==> src/rtl/digit_serial_addsub_pkg.sv <==
`default_nettype none
// +-------------------------------------------------------------------------+
// | addsub_pkg : shared types for the digit-serial adder/subtractor          |
// | Rev 1.0                                                                 |
// +-------------------------------------------------------------------------+
package addsub_pkg;

  typedef enum logic [1:0] {
    IDLE = 2'd0,
    BUSY = 2'd1,
    DONE = 2'd2
  } state_e;

endpackage
`default_nettype wire

==> src/rtl/digit_serial_addsub_rca_digit.sv <==
`default_nettype none
// +-------------------------------------------------------------------------+
// | rca_digit : DIGIT-wide combinational ripple-carry adder slice            |
// | Rev 1.0                                                                 |
// +-------------------------------------------------------------------------+
module rca_digit #(
  parameter int DIGIT = 4
) (
  input  logic [DIGIT-1:0] a,
  input  logic [DIGIT-1:0] b,
  input  logic             c_in,
  output logic [DIGIT-1:0] s,
  output logic             c_out,
  output logic             c_msb
);

  logic [DIGIT:0] w_c;

  assign w_c[0] = c_in;

  for (genvar i = 0; i < DIGIT; i++) begin : g_bit
    assign s[i]     = a[i] ^ b[i] ^ w_c[i];
    assign w_c[i+1] = (a[i] & b[i]) | (w_c[i] & (a[i] ^ b[i]));
  end

  assign c_out = w_c[DIGIT];
  // Carry into the top bit, needed for signed-overflow detection.
  assign c_msb = w_c[DIGIT-1];

endmodule
`default_nettype wire

==> src/rtl/digit_serial_addsub.sv <==
`default_nettype none
// +-------------------------------------------------------------------------+
// | digit_serial_addsub : DIGIT bits/cycle add/subtract with valid/ready    |
// | Rev 1.0                                                                 |
// +-------------------------------------------------------------------------+
module digit_serial_addsub
  import addsub_pkg::*;
#(
  parameter int WIDTH = 16,
  parameter int DIGIT = 4
) (
  input  logic             clk,
  input  logic             rst_n,
  input  logic             in_valid,
  output logic             in_ready,
  input  logic [WIDTH-1:0] a,
  input  logic [WIDTH-1:0] b,
  input  logic             c_in,
  input  logic             sub,
  output logic             out_valid,
  input  logic             out_ready,
  output logic [WIDTH-1:0] s,
  output logic             c_out,
  output logic             ovf
);

  localparam int NDIG  = WIDTH / DIGIT;
  localparam int CNT_W = (NDIG > 1) ? $clog2(NDIG) : 1;

  state_e             state_q, state_d;
  logic [CNT_W-1:0]   cnt_q, cnt_d;
  logic [WIDTH-1:0]   a_q, a_d, b_q, b_d, s_q, s_d;
  logic               carry_q, carry_d, c_out_q, c_out_d, ovf_q, ovf_d;

  logic [DIGIT-1:0]   w_sum;
  logic               w_cout, w_cmsb, w_last;
  logic [WIDTH-1:0]   w_s_shift;

  rca_digit #(.DIGIT(DIGIT)) u_rca (
    .a     (a_q[DIGIT-1:0]),
    .b     (b_q[DIGIT-1:0]),
    .c_in  (carry_q),
    .s     (w_sum),
    .c_out (w_cout),
    .c_msb (w_cmsb)
  );

  // New digit enters at the MSB; after NDIG cycles the result is in order.
  if (NDIG == 1) begin : g_single
    assign w_s_shift = w_sum;
  end else begin : g_multi
    assign w_s_shift = {w_sum, s_q[WIDTH-1:DIGIT]};
  end

  assign w_last = (cnt_q == CNT_W'(NDIG - 1));

  always_ff @(posedge clk) begin
    if (!rst_n) state_q <= IDLE;
    else        state_q <= state_d;
  end

  always_comb begin
    state_d = state_q;
    case (state_q)
      IDLE:    if (in_valid)  state_d = BUSY;
      BUSY:    if (w_last)    state_d = DONE;
      DONE:    if (out_ready) state_d = IDLE;
      default:                state_d = IDLE;
    endcase
  end

  always_comb begin
    in_ready  = (state_q == IDLE);
    out_valid = (state_q == DONE);
  end

  always_comb begin
    a_d     = a_q;
    b_d     = b_q;
    s_d     = s_q;
    cnt_d   = cnt_q;
    carry_d = carry_q;
    c_out_d = c_out_q;
    ovf_d   = ovf_q;
    case (state_q)
      IDLE: if (in_valid) begin
        // Subtraction as a + ~b + 1, with borrow-in folded into the carry.
        a_d     = a;
        b_d     = b ^ {WIDTH{sub}};
        carry_d = c_in ^ sub;
        cnt_d   = '0;
        s_d     = '0;
        c_out_d = 1'b0;
        ovf_d   = 1'b0;
      end
      BUSY: begin
        a_d     = a_q >> DIGIT;
        b_d     = b_q >> DIGIT;
        s_d     = w_s_shift;
        carry_d = w_cout;
        cnt_d   = cnt_q + 1'b1;
        if (w_last) begin
          c_out_d = w_cout;
          ovf_d   = w_cmsb ^ w_cout;
        end
      end
      default: ;
    endcase
  end

  always_ff @(posedge clk) begin
    if (!rst_n) begin
      a_q     <= '0;
      b_q     <= '0;
      s_q     <= '0;
      cnt_q   <= '0;
      carry_q <= 1'b0;
      c_out_q <= 1'b0;
      ovf_q   <= 1'b0;
    end else begin
      a_q     <= a_d;
      b_q     <= b_d;
      s_q     <= s_d;
      cnt_q   <= cnt_d;
      carry_q <= carry_d;
      c_out_q <= c_out_d;
      ovf_q   <= ovf_d;
    end
  end

  assign s     = s_q;
  assign c_out = c_out_q;
  assign ovf   = ovf_q;

endmodule
`default_nettype wire

==> config.mk <==
export PLATFORM = sky130hd
export DESIGN_NAME = digit_serial_addsub
export DESIGN_NICKNAME = d
export VERILOG_FILES = /design/src/rtl/digit_serial_addsub_pkg.sv /design/src/rtl/digit_serial_addsub_rca_digit.sv /design/src/rtl/digit_serial_addsub.sv
export SDC_FILE = /design/constraint.sdc
export NUM_CORES = 1
export LEC_CHECK = 0
export BUFFER_PORTS_ARGS = -buffer_cell sky130_fd_sc_hd__buf_2
export CAP_MARGIN = 20
export CORE_ASPECT_RATIO = 1.2
export CORE_MARGIN = 2
export CORE_UTILIZATION = 40
export CTS_BUF_LIST = sky130_fd_sc_hd__clkbuf_8
export DETAILED_ROUTE_END_ITERATION = 16
export PLACE_DENSITY_LB_ADDON = 0.3
export RECOVER_POWER = 100
export SETUP_SLACK_MARGIN = 0.2
export SLEW_MARGIN = 40
export SYNTH_ARGS = -nofsm -noshare
export SYNTH_HDL_FRONTEND = slang
export SYNTH_HIERARCHICAL = 1
export SYNTH_SLANG_ARGS = --single-unit
==> constraint.sdc <==
create_clock -name clk -period 5.7 [get_ports clk]
set_input_delay 0.855 -clock clk [delete_from_list [all_inputs] [get_ports clk]]
set_output_delay 0.855 -clock clk [all_outputs]
set_load 0.03 [all_outputs]
======== Word level (Yosys, flattened, before mapping) ========
Cells that the tools add are included.
Widths: inputs -> output; s select.
storage, ports and cells
  word-level logic and storage cells ...... 62
  input bits .............................. 38
  register bits ........................... 55
  output and inout port bits .............. 20
cells by class
  reduce and logical (&&, ||, !) cells .... 5
  eq/ne operators ......................... 6
  multiplexer cells ....................... 19
  bitwise logic cells ..................... 23
  add/subtract/negate cells ............... 1
operators by type and width
  operator             number
  $pmux 16 s2          3
  $mux 16              3
  $xor 16x16->16       1
  $xor 1x1->1          10
  $and 1x1->1          8
  $mux 2               4
  $pmux 1 s2           3
  $pmux 2 s3           1
  $reduce_and 3->1     2
  $eq 2x2->1 const B   2
  $mux 1               4
  $ne 2x2->1 const B   2
  $or 1x1->1           4
  $pmux 2 s2           1
  $add 2x1->2 const B  1
  $eq 2x1->1 const B   1
  $logic_not 2->1      1
  $ne 2x1->1 const B   1
  $reduce_and 2->1     1
  $reduce_bool 2->1    1

======== Logic depth before layout (Yosys ltp) ========
Gate-level depths: netlist (run 1).
  depth after elaboration ................. 12
  mapped depth ............................ 9
  gate-level depth less buffers ........... 9

======== By module ========
Netlist (run 1), hierarchy kept.
modules (own cells, without submodules)
  module               cells an instance  area an instance (µm²)  sequential area each (µm²)  instances
  digit_serial_addsub  245                2337.2                  1101.1                      1
  rca_digit            12                 110.1                   0.0                         1

======== Least setup slack after synthesis (run 1) ========
OpenSTA, ideal clock, no wires.
  kind .................................... register to register
  start point ............................. register a_q[0]
  end point ............................... register s_q[15], in the netlist s[15]
  stages on the path, launching flop included .. 9
  period minus slack after synthesis ...... 2.093 ns
  data required time ...................... 5.581 ns
  arrival ................................. 1.975 ns
  path slack .............................. 3.607 ns
  cell sequence ........................... dfxtp_1 > fa_1 > inv_1 > fa_1 > fa_1 > inv_1 > fa_1 > a22oi_1 > nor2b_1
on the way
  word-level cells in the longest chain between the ends .. 9
  elaborated cells on any way between the ends .. 10
  classes of those cells .................. 1 x mux; 9 x bitwise
RTL lines
  element                   line                                 text
  start: declaration        digit_serial_addsub.sv:32            logic [WIDTH-1:0] a_q, a_d, b_q, b_d, s_q, s_d;
  start signal: assignment  digit_serial_addsub.sv:113           a_q <= '0;
  start signal: assignment  digit_serial_addsub.sv:121           a_q <= a_d;
  $xor 1x1->1               digit_serial_addsub_rca_digit.sv:23  assign w_c[i+1] = (a[i] & b[i]) | (w_c[i] & (a[i] ^ b[i]));
  $and 1x1->1               digit_serial_addsub_rca_digit.sv:23
  $or 1x1->1 (*)            digit_serial_addsub_rca_digit.sv:23
  $and 1x1->1 (*)           digit_serial_addsub_rca_digit.sv:23
  $or 1x1->1 (*)            digit_serial_addsub_rca_digit.sv:23
  $and 1x1->1 (*)           digit_serial_addsub_rca_digit.sv:23
  $or 1x1->1 (*)            digit_serial_addsub_rca_digit.sv:23
  named net w_cmsb          digit_serial_addsub.sv:36            logic w_cout, w_cmsb, w_last;
  $xor 1x1->1 (*)           digit_serial_addsub_rca_digit.sv:22  assign s[i] = a[i] ^ b[i] ^ w_c[i];
  named net w_sum[3]        digit_serial_addsub.sv:35            logic [DIGIT-1:0] w_sum;
  $pmux 16 s2 (*)           digit_serial_addsub.sv:85            case (state_q)
  end signal: assignment    digit_serial_addsub.sv:115           s_q <= '0;
  end signal: assignment    digit_serial_addsub.sv:123           s_q <= s_d;
  end: declaration          digit_serial_addsub.sv:32
Mark *: on every way through the listed nets, which the timed path passes. The rest lies on a longest branch.
A chain may end at the register's enable or synchronous reset.

==> results of run 1 <==
final timing paths:
| check | to | cells after the start | slack (ns) | startpoint |
|---|---|---|---|---|
| worst max-delay path | b_q[6] | 4 | 2.89 | rst_n |
| worst min register to register | b_q[14] | 2 | 0.45 | b_q[14] |
| worst min-delay path | b_q[14] | 2 | 0.45 | b_q[14] |
| worst max register to register | ovf | 9 | 3.43 | b_q[0] |
cells in the final DEF, fill, tap and decap left out, types with 2 or more instances in the layout:
cell / instances
nor2_1: 15
nand2b_1: 3
clkbuf_8: 7
fa_1: 4
and2_4: 2
buf_2: 36
xnor2_1: 13
a221o_1: 11
dfxtp_1: 55
a22oi_1: 24
a21oi_1: 25
o21ai_0: 15
xor2_1: 5
inv_1: 9
nand2_1: 15
nor2b_1: 25
buf_4: 2
clkbuf_1: 21
flip-flops by register name, summed over array words and instances (netlist names):
| name | cells |
|---|---|
| cnt_q | 2 |
| state_q | 2 |
| b_q | 16 |
| carry_q | 1 |
| c_out | 1 |
| a_q | 16 |
| ovf | 1 |
| s | 16 |
layer usage:
layer	vias up	share of wire [%]	global-route usage [%]	wire length [um]
met1	896	45	19.2	2250
met5	-	0	0	0
met4	0	1.6	5.90	80
met2	43	49	26.2	2440
li1	981	-	-	-
met3	7	4.0	2.68	200
metrics by stage:
| stage | area (sq um) | setup slack (ns) | cells | power (uW) |
|---|---|---|---|---|
| after floorplan | 2450 | 3.61 | 257 | 522 |
| after CTS | 2810 | 3.43 | 385 | 779 |
| after detailed placement | 2710 | 3.45 | 377 | 552 |
| final | 2780 | 2.89 | 385 | 769 |
| after global placement | 2710 | 3.47 | 377 | 550 |
| after global routing | 2780 | 2.47 | 385 | 812 |
worst register-to-register path: stages, from the launching register on:
cell and delay [ns]:
dfxtp_1 0.38, fa_1 0.19, inv_1 0.05, fa_1 0.37, fa_1 0.39, inv_1 0.11
fa_1 0.23, xor2_1 0.17, o21ai_0 0.09, a21oi_1 0.20
kinds of logic (layout without fill, tap and decap cells):
kind of cell,Yosys count,in the layout,share of synthesized area [%]
AO/OA/AOI/OAI,82,82,22.4
XOR/XNOR,18,18,6.44
adder cells (fa/ha/maj),5,5,3.78
buffers and inverters,29,75,6.95
flip-flops,55,55,45.0
AND/OR/NAND/NOR,68,68,15.4
final cells by class:
cell class / count / area [sq um]
Clock inverter: 1 / 3.75
Clock buffer: 7 / 96.3
Sequential cell: 55 / 1100
Tap cell: 82 / 103
Multi-Input combinational cell: 173 / 1170
Fill cell: 637 / 3190
Timing Repair Buffer: 59 / 274
Inverter: 8 / 30.0
power by group:
part	switching (uW)	internal, uW	leakage, uW
registers	15.6	408	0.000450
clock network	119	109	0.0000557
logic	66.3	50.7	0.000596
total	201	568	0.00110
==> out/metrics.cfg, run 1 <==
[timing]
slew_headroom_pct = -10.7
final.setup.tns_ns = 0
layout_min_cycle_time_ns = 2.81
rsz0062_at_grt = false
hold-worst-slack_ns = 0.454
worst_pin_slew_ns = 1.66
finClkSkew_ns = 0.00552
period_share_pct = 49.2
setup_viol = 0
hold_violations = 0
max_freq_mhz = 356
maxSlewViolCount = 50

[worst_setup_path]
worstSetupEndpointType = flip-flop
crit_chain = clkbuf_1 -> nand4bb_1 -> nor2_1 -> a221o_1
path_class = in2reg
start_kind = primary input
cp.required_ns = 5.95
critPathTopFamily = buffers and inverters
cp_slowest_cell = clkbuf_1
crit_fanout = 49
cp_num_buf_inv = 1
cpPeakStageDelay_ns = 1.17
critPathArrivalTime_ns = 3.06

[cts]
cts_tree = built
clk_path_buf_depth = 2
cts_root_buf = clkbuf_8
clock_latency_ns = 0.30
cts-buffers-inserted = 5
h-tree-depth = 2
cts.sinks = 55
post-cts-setup-buffer-count = 0
clkTransAtPathRegs_ns = 0.09
cts-hold-fix-buffers = 0
cts_resized = 0

[routing]
vias_per_cell = 5.01
drtIter0Drc = 113
drc = 0
totalWireLength_mm = 4.98
dr.pass1.iters = 4
postRouteAntennaNets = 0
wl_per_cell_um = 12.9
num_vias = 1927

[placement]
portBuffers = 57
dp_hpwl_mm = 3.33
gp_congestion = 0.710

[floorplanning]
initial_utilization_pct = 41.0
core_area_sq_um = 5970
die_area_sq_um = 6760
num_io_pins = 58
die_w_um = 75.4
rows = 31
dieHeight_um = 89.7

[synth]
synthCells = 257
ys_seq_area_share_pct = 45.0
syn_area_sq_um = 2450
ys.warnings.count = 6
synthMostInstantiatedCell = dfxtp_1
synth_area_leader_cell = dfxtp_1
synth_top_area_share_pct = 45.0
ys.flop_type = dfxtp_1
synth_common_cells = dfxtp_1 (55), a21oi_1 (25), nor2b_1 (25)
synthArstFlopShare_pct = 0
synth_edf_count = 0
synthTopCellsByArea = dfxtp_1 (45%), a22oi_1 (7.4%), nor2b_1 (6.4%), a21oi_1 (5.1%), xnor2_1 (4.7%)
synth_cell_types = 34
synth.avg_cell_area_sq_um = 9.52
ys_ff_latch = 55
synth_fp_nets = 300

[layout]
insertedDiodeCount = 0
area_growth_pct = 13.7
nets = 345
drive_above_1_share_pct = 16.5
utilization_pct = 46.6

[global_route]
grt_max_degree = 50
grt_pass1_vias = 1805
grt_remaining_overflow = 0
antenna_found_initial = 0
grt_pass1_wl_mm = 8.02
grt_usage_pct = 15.4

[pwr]
ir_drop_uv = 129
leakagePower_uw = 0.00110
p_per_area_nw_per_um2 = 276

[outcome]
status = finished, violations left
violations = capacitance limit, slew limit

[flow_run]
cap_viol_max_count = 1

[hold_path]
hold_path_class = reg2reg

Note: power is estimated with default switching activity, not from simulation.
==> run 2: changes to the inputs <==
Clock period 5.7 ns to 2.7 ns, I/O delays scaled along.
==> run 2 against run 1 <==
The flow now finishes without violations. Clock power rose by 150%. Cell area rose by 0.99%. Sequential power rose by 110%. Clock-buffer cell count fell by 2. Die area did not move. Routed wire length rose by 5.0%. Power rose by 120%. First-iteration DRC count fell by 14%. Setup slack got worse by 2.4 ns. Global-route usage rose by 1.3 points. Combinational power rose by 110%. Cell count rose by 0.52%. Critical endpoint is now s[15].
==> out/metrics.cfg, run 2 (same netlist as run 1, synthesis figures left out) <==
[floorplanning]
rows = 31  ; unchanged
num_io_pins = 58  ; unchanged
core_area_sq_um = 5970  ; unchanged
dieHeight_um = 89.7  ; unchanged
initial_utilization_pct = 41.0  ; unchanged
die_w_um = 75.4  ; unchanged
die_area_sq_um = 6760  ; unchanged

[hold_path]
hold_path_class = in2reg

[pwr]
pwr-share-seq_pct = 52.5  ; -2.6 points
p_sw_share_pct = 26.7  ; +0.59 points
p_sw_uw = 455  ; +130%
p_per_area_nw_per_um2 = 606  ; +120%
ir_drop_uv = 381  ; +190%
combPwrFrac_pct = 14.7  ; -0.5 points
clkPwrFrac_pct = 32.8  ; +3.1 points
p_int_uw = 1250  ; +120%
leakagePower_uw = 0.00111  ; +0.46%
total_power_uw = 1700  ; +120%

[layout]
fillers = 652  ; +2.4%
layout_common_cells = dfxtp_1 (55), buf_2 (37), nor2b_1 (25), a21oi_1 (25), a22oi_1 (24)
insertedDiodeCount = 0  ; unchanged
layout_commonest_cell = dfxtp_1
post-route-cell-area_sq_um = 2810  ; +0.99%
area_growth_pct = 14.8
nets = 347  ; +0.58%
drive_above_1_share_pct = 17.4  ; +0.88 points
stdcell_count = 387  ; +0.52%

[worst_setup_path]
path_class = reg2reg
critPathArrivalTime_ns = 2.41  ; -0.65 ns
crit_fanout = 2  ; -96%
cpPeakStageDelay_ns = 0.42  ; -0.75 ns
start_kind = flip-flop
cp_slowest_cell = fa_1
cp.required_ns = 2.92  ; -3.03 ns
worstSetupEndpointType = flip-flop
cp_num_buf_inv = 2  ; +1
critPathTopFamily = adder cells
crit_top_cell = fa_1
crit_chain = fa_1 -> inv_1 -> fa_1 -> fa_1 -> inv_1 -> fa_1 -> a22oi_1 -> nor2b_1

[cts]
cts-buffers-inserted = 5  ; unchanged
clk_path_buf_depth = 2  ; unchanged
cts_resized = 0  ; unchanged
cts_root_buf = clkbuf_8
clkTransAtPathRegs_ns = 0.11  ; +0.02 ns
cts-hold-fix-buffers = 0  ; unchanged
h-tree-depth = 2  ; unchanged
post-cts-setup-buffer-count = 0  ; unchanged
cts_tree = built
cts.sinks = 55  ; unchanged
clock_latency_ns = 0.32  ; +0.02 ns

[timing]
layout_setup_ws_ns = 0.509  ; -2.39 ns
maxSlewViolCount = 0  ; -100%
final.setup.tns_ns = 0  ; unchanged
max_freq_mhz = 456
worst_pin_slew_ns = 1.00  ; -0.660 ns
slew_headroom_pct = 33.1  ; +44 points
hold_violations = 0  ; unchanged
finClkSkew_ns = 0.0137  ; +0.00818 ns
setup_viol = 0  ; unchanged
period_share_pct = 81.1
layout_min_cycle_time_ns = 2.19
rsz0062_at_grt = false

[placement]
gp_congestion = 0.778  ; +9.6%
portBuffers = 57  ; unchanged
place_area_sq_um = 2730  ; +0.55%
dp_slack_ns = 0.519  ; -2.93 ns
dp_hpwl_mm = 3.59  ; +7.8%
dp.cells = 379  ; +0.53%

[global_route]
grt_pass1_wl_mm = 8.52  ; +6.3%
met3_usage_pct = 4.02  ; +1.3 points
busiest_layer = met2
grt_max_degree = 49  ; -2.0%
grt_pass1_vias = 1778  ; -1.5%
grt_remaining_overflow = 0  ; unchanged
met1_usage_pct = 22.1  ; +2.9 points
antenna_found_initial = 0  ; unchanged
use_met2_pct = 26.6  ; +0.40 points
grt_usage_pct = 16.7  ; +1.3 points

[flow_run]
cap_viol_max_count = 0  ; -1

[routing]
drtIter0Drc = 97  ; -14%
totalWireLength_mm = 5.23  ; +5.0%
drc = 0  ; unchanged
num_vias = 1960  ; +1.7%
wl_per_cell_um = 13.5  ; +4.5%
vias_per_cell = 5.06  ; +1.2%
dr.pass1.iters = 4  ; unchanged
postRouteAntennaNets = 0  ; unchanged

[outcome]
status = finished clean

-- run 2: cell type report --
class	count	area, sq um	area share [%]
clock buffers	5	68.8	2.45
clock inverters	3	46.3	1.65
inverters	8	30.0	1.07
multi-input cells	173	1170	41.8
flip-flops and latches	55	1100	39.2
well taps	82	103	3.65
repair buffers	61	288	10.2
-- run 2: routing by layer --
| metal | up-vias | routed length, um | share of wire, % |
|---|---|---|---|
| li1 | 990 | - | - |
| met1 | 918 | 2460 | 47 |
| met2 | 47 | 2460 | 47 |
| met3 | 5 | 210 | 4.0 |
| met4 | 0 | 89 | 1.7 |
| met5 | - | 0 | 0 |
-- run 2: tightest hold or removal path, delay by kind of cell --
kind            cells  cell delay [ns]
compound gates      1             0.05
simple gates        1             0.05
buf+inv             1             0.09
-- run 2: stage by stage --
stage	hold slack, ns	utilization, %
finish	0.307	47.0
global route	0.317	47.0
CTS	0.299	47.6
detailed placement	0.457	45.7
global placement	0.450	45.7
floorplan	0.430	-
-- run 2: power groups by stage --
stage	clock network, uW	logic, uW	registers (uW)
after floorplan	0	190	912
after global placement	0	254	911
after detailed placement	0	257	913
after CTS	574	258	894
after global routing	604	283	902
final	559	250	895
-- run 2: final timing paths --
check,start,endpoint,slack [ns],cells after the start
max,a_q[0],s[15],0.51,8
max reg2reg,a_q[0],s[15],0.51,8
min reg2reg,b_q[14],b_q[14],0.48,2
min,a[2],a_q[2],0.31,3
==> run 3: changes to the inputs <==
Clock period 2.7 ns to 2.2 ns, I/O delays scaled along.
==> run 3 against run 2 <==
Routed wire length fell by 1.3%. Cell count is 1.6% higher. Global-route usage decreased by 0.91 points. Combinational power grew 30%. Power increased by 15%. Hold slack lost 0.058 ns. Sequential share of layout area shrank 0.25 points. Clock power is 3% lower. Critical endpoint unchanged. Largest power group unchanged.
==> out/metrics.cfg, run 3 (same netlist as run 1, synthesis figures left out) <==
[floorplanning]
die_w_um = 75.4  ; unchanged
core_area_sq_um = 5970  ; unchanged
die_area_sq_um = 6760  ; unchanged
rows = 31  ; unchanged
initial_utilization_pct = 41.0  ; unchanged
dieHeight_um = 89.7  ; unchanged
num_io_pins = 58  ; unchanged

[cts]
clk_path_buf_depth = 2  ; unchanged
cts_root_buf = clkbuf_8
cts_tree = built
cts-buffers-inserted = 5  ; unchanged
h-tree-depth = 2  ; unchanged
clock_latency_ns = 0.31  ; about the same
cts.sinks = 55  ; unchanged
clkTransAtPathRegs_ns = 0.09  ; -0.02 ns

[hold_path]
min_from = a[11]
holdPathStages = 3  ; unchanged
hold_end = a_q[11]
hold_path_class = in2reg

[placement]
gp_congestion = 0.753  ; -3.1%
portBuffers = 57  ; unchanged
dp_hpwl_mm = 3.73  ; +4.0%
place_area_sq_um = 2770  ; +1.7%

[global_route]
grt_remaining_overflow = 0  ; unchanged
antenna_found_initial = 0  ; unchanged
grt_pass1_vias = 1730  ; -2.7%
grt_max_degree = 21  ; -57%
grt_usage_pct = 15.8  ; -0.91 points
grt_pass1_wl_mm = 8.17  ; -4.1%

[timing]
final.setup.tns_ns = 0  ; unchanged
worst_pin_slew_ns = 0.692  ; -0.310 ns
setup_viol = 0  ; unchanged
finClkSkew_ns = 0.00484  ; -0.00885 ns
layout_min_cycle_time_ns = 2.05  ; -0.143 ns
rsz0062_at_grt = true
period_share_pct = 93.1  ; +12 points
maxSlewViolCount = 0  ; unchanged
slew_headroom_pct = 53.7  ; +21 points
hold_violations = 0  ; unchanged
max_freq_mhz = 488  ; +7.0%

[worst_setup_path]
reg2reg_slack_ns = 0.15  ; -0.36 ns
r2r-start = b_q[0]
r2r-end = s[15]
cp.required_ns = 2.41  ; -0.51 ns
critPathArrivalTime_ns = 2.25  ; -0.16 ns
crit_fanout = 2  ; unchanged
path_class = reg2reg
reg2reg_depth = 8  ; unchanged
worstSetupEndpointType = flip-flop
start_kind = flip-flop

[routing]
postRouteAntennaNets = 0  ; unchanged
wl_per_cell_um = 13.1  ; -2.8%
num_vias = 1993  ; +1.7%
dr.pass1.iters = 4  ; unchanged
drc = 0  ; unchanged
totalWireLength_mm = 5.16  ; -1.3%
drtIter0Drc = 87  ; -10%
vias_per_cell = 5.07  ; +0.13%

[layout]
insertedDiodeCount = 0  ; unchanged
layout_commonest_cell = dfxtp_1
area_growth_pct = 16.0
drive_above_1_share_pct = 21.2  ; +3.8 points
layout_common_cells = dfxtp_1 (52), buf_2 (37), nor2b_1 (25), a21oi_1 (25), a22oi_1 (23)
post-route-cell-area_sq_um = 2840  ; +0.98%
nets = 353  ; +1.7%
fillers = 633  ; -2.9%

[pwr]
p_int_uw = 1420  ; +14%
combPwrFrac_pct = 16.6  ; +1.9 points
leakagePower_uw = 0.00113  ; +1.6%
p_sw_uw = 541  ; +19%
ir_drop_uv = 265  ; -30%
total_power_uw = 1960  ; +15%
p_sw_share_pct = 27.6  ; +0.88 points
pwr-share-seq_pct = 55.9  ; +3.4 points
p_per_area_nw_per_um2 = 691  ; +14%
clkPwrFrac_pct = 27.5  ; -5.3 points

[flow_run]
cap_viol_max_count = 0  ; unchanged

[outcome]
status = finished clean

[run 3: changes by cell type in the layout (fill, tap and decap cells not counted), moves of 3 or more]
cell | previous run | this run
clkinv_2 | 0 | 3
fa_2 | 0 | 3
dfxtp_1 | 55 | 52
fa_1 | 4 | 1
buf_4 | 3 | 6
dfxtp_2 | 0 | 3
[run 3: power groups by stage]
stage | combinational (uW) | clock, uW | sequential (uW)
2_1_floorplan | 235 | 0 | 1120
3_3_place_gp | 326 | 0 | 1120
3_5_place_dp | 333 | 0 | 1120
4_1_cts | 335 | 558 | 1090
5_1_grt | 365 | 592 | 1100
6_report | 325 | 540 | 1100
[run 3: final cells by class]
class                   count  area [sq um]  share of cell area [%]
multi-input cells         173          1190                    42.1
flip-flops and latches     55          1100                    38.9
repair buffers             67           323                    11.4
well taps                  82           103                    3.62
clock buffers               5          68.8                    2.43
inverters                   8          30.0                    1.06
clock inverters             3          15.0                   0.529
[run 3: worst max-delay path: stages, from the launching register on]
cell,delay (ns)
dfxtp_2,0.35
fa_1,0.16
inv_1,0.05
fa_2,0.33
fa_2,0.34
inv_2,0.07
fa_2,0.43
a22oi_2,0.15
nor2b_1,0.06
[run 3: per-stage QoR]
step	cells	hold slack, ns	utilization (%)	setup WS, ns
after floorplan	257	0.430	-	0.163
after global placement	384	0.443	46.4	0.125
after detailed placement	384	0.445	46.4	0.0824
after CTS	393	0.241	48.0	0.124
after global routing	393	0.242	47.5	0.0383
final	393	0.248	47.5	0.152
[run 3: timing repair]
item	in CTS	in global routing
resized for setup	4	2
pin swaps	1	1
hold buffers	0	0
endpoints found under the setup margin	2	3
setup buffers	1	0
[run 3: worst max path at each step]
stage                from     end  cells after the start
2_1_floorplan      a_q[0]   s[15]                      8
3_3_place_gp       b_q[0]   s[15]                      8
3_5_place_dp       a_q[0]   s[15]                      8
4_1_cts            a_q[0]   s[15]                      8
5_1_grt        state_q[0]  b_q[0]                      4
6_report           b_q[0]   s[15]                      8
[run 3: per-layer routing]
metal  part of all wire [%]  track usage [%]  routed length (um)  up-vias
li1                       -                -                   -     1001
met1                     46             20.9                2350      938
met2                     49             25.7                2510       49
met3                    4.5             3.46                 233        5
met4                    1.4             4.78                  70        0
met5                      0                0                   0        -
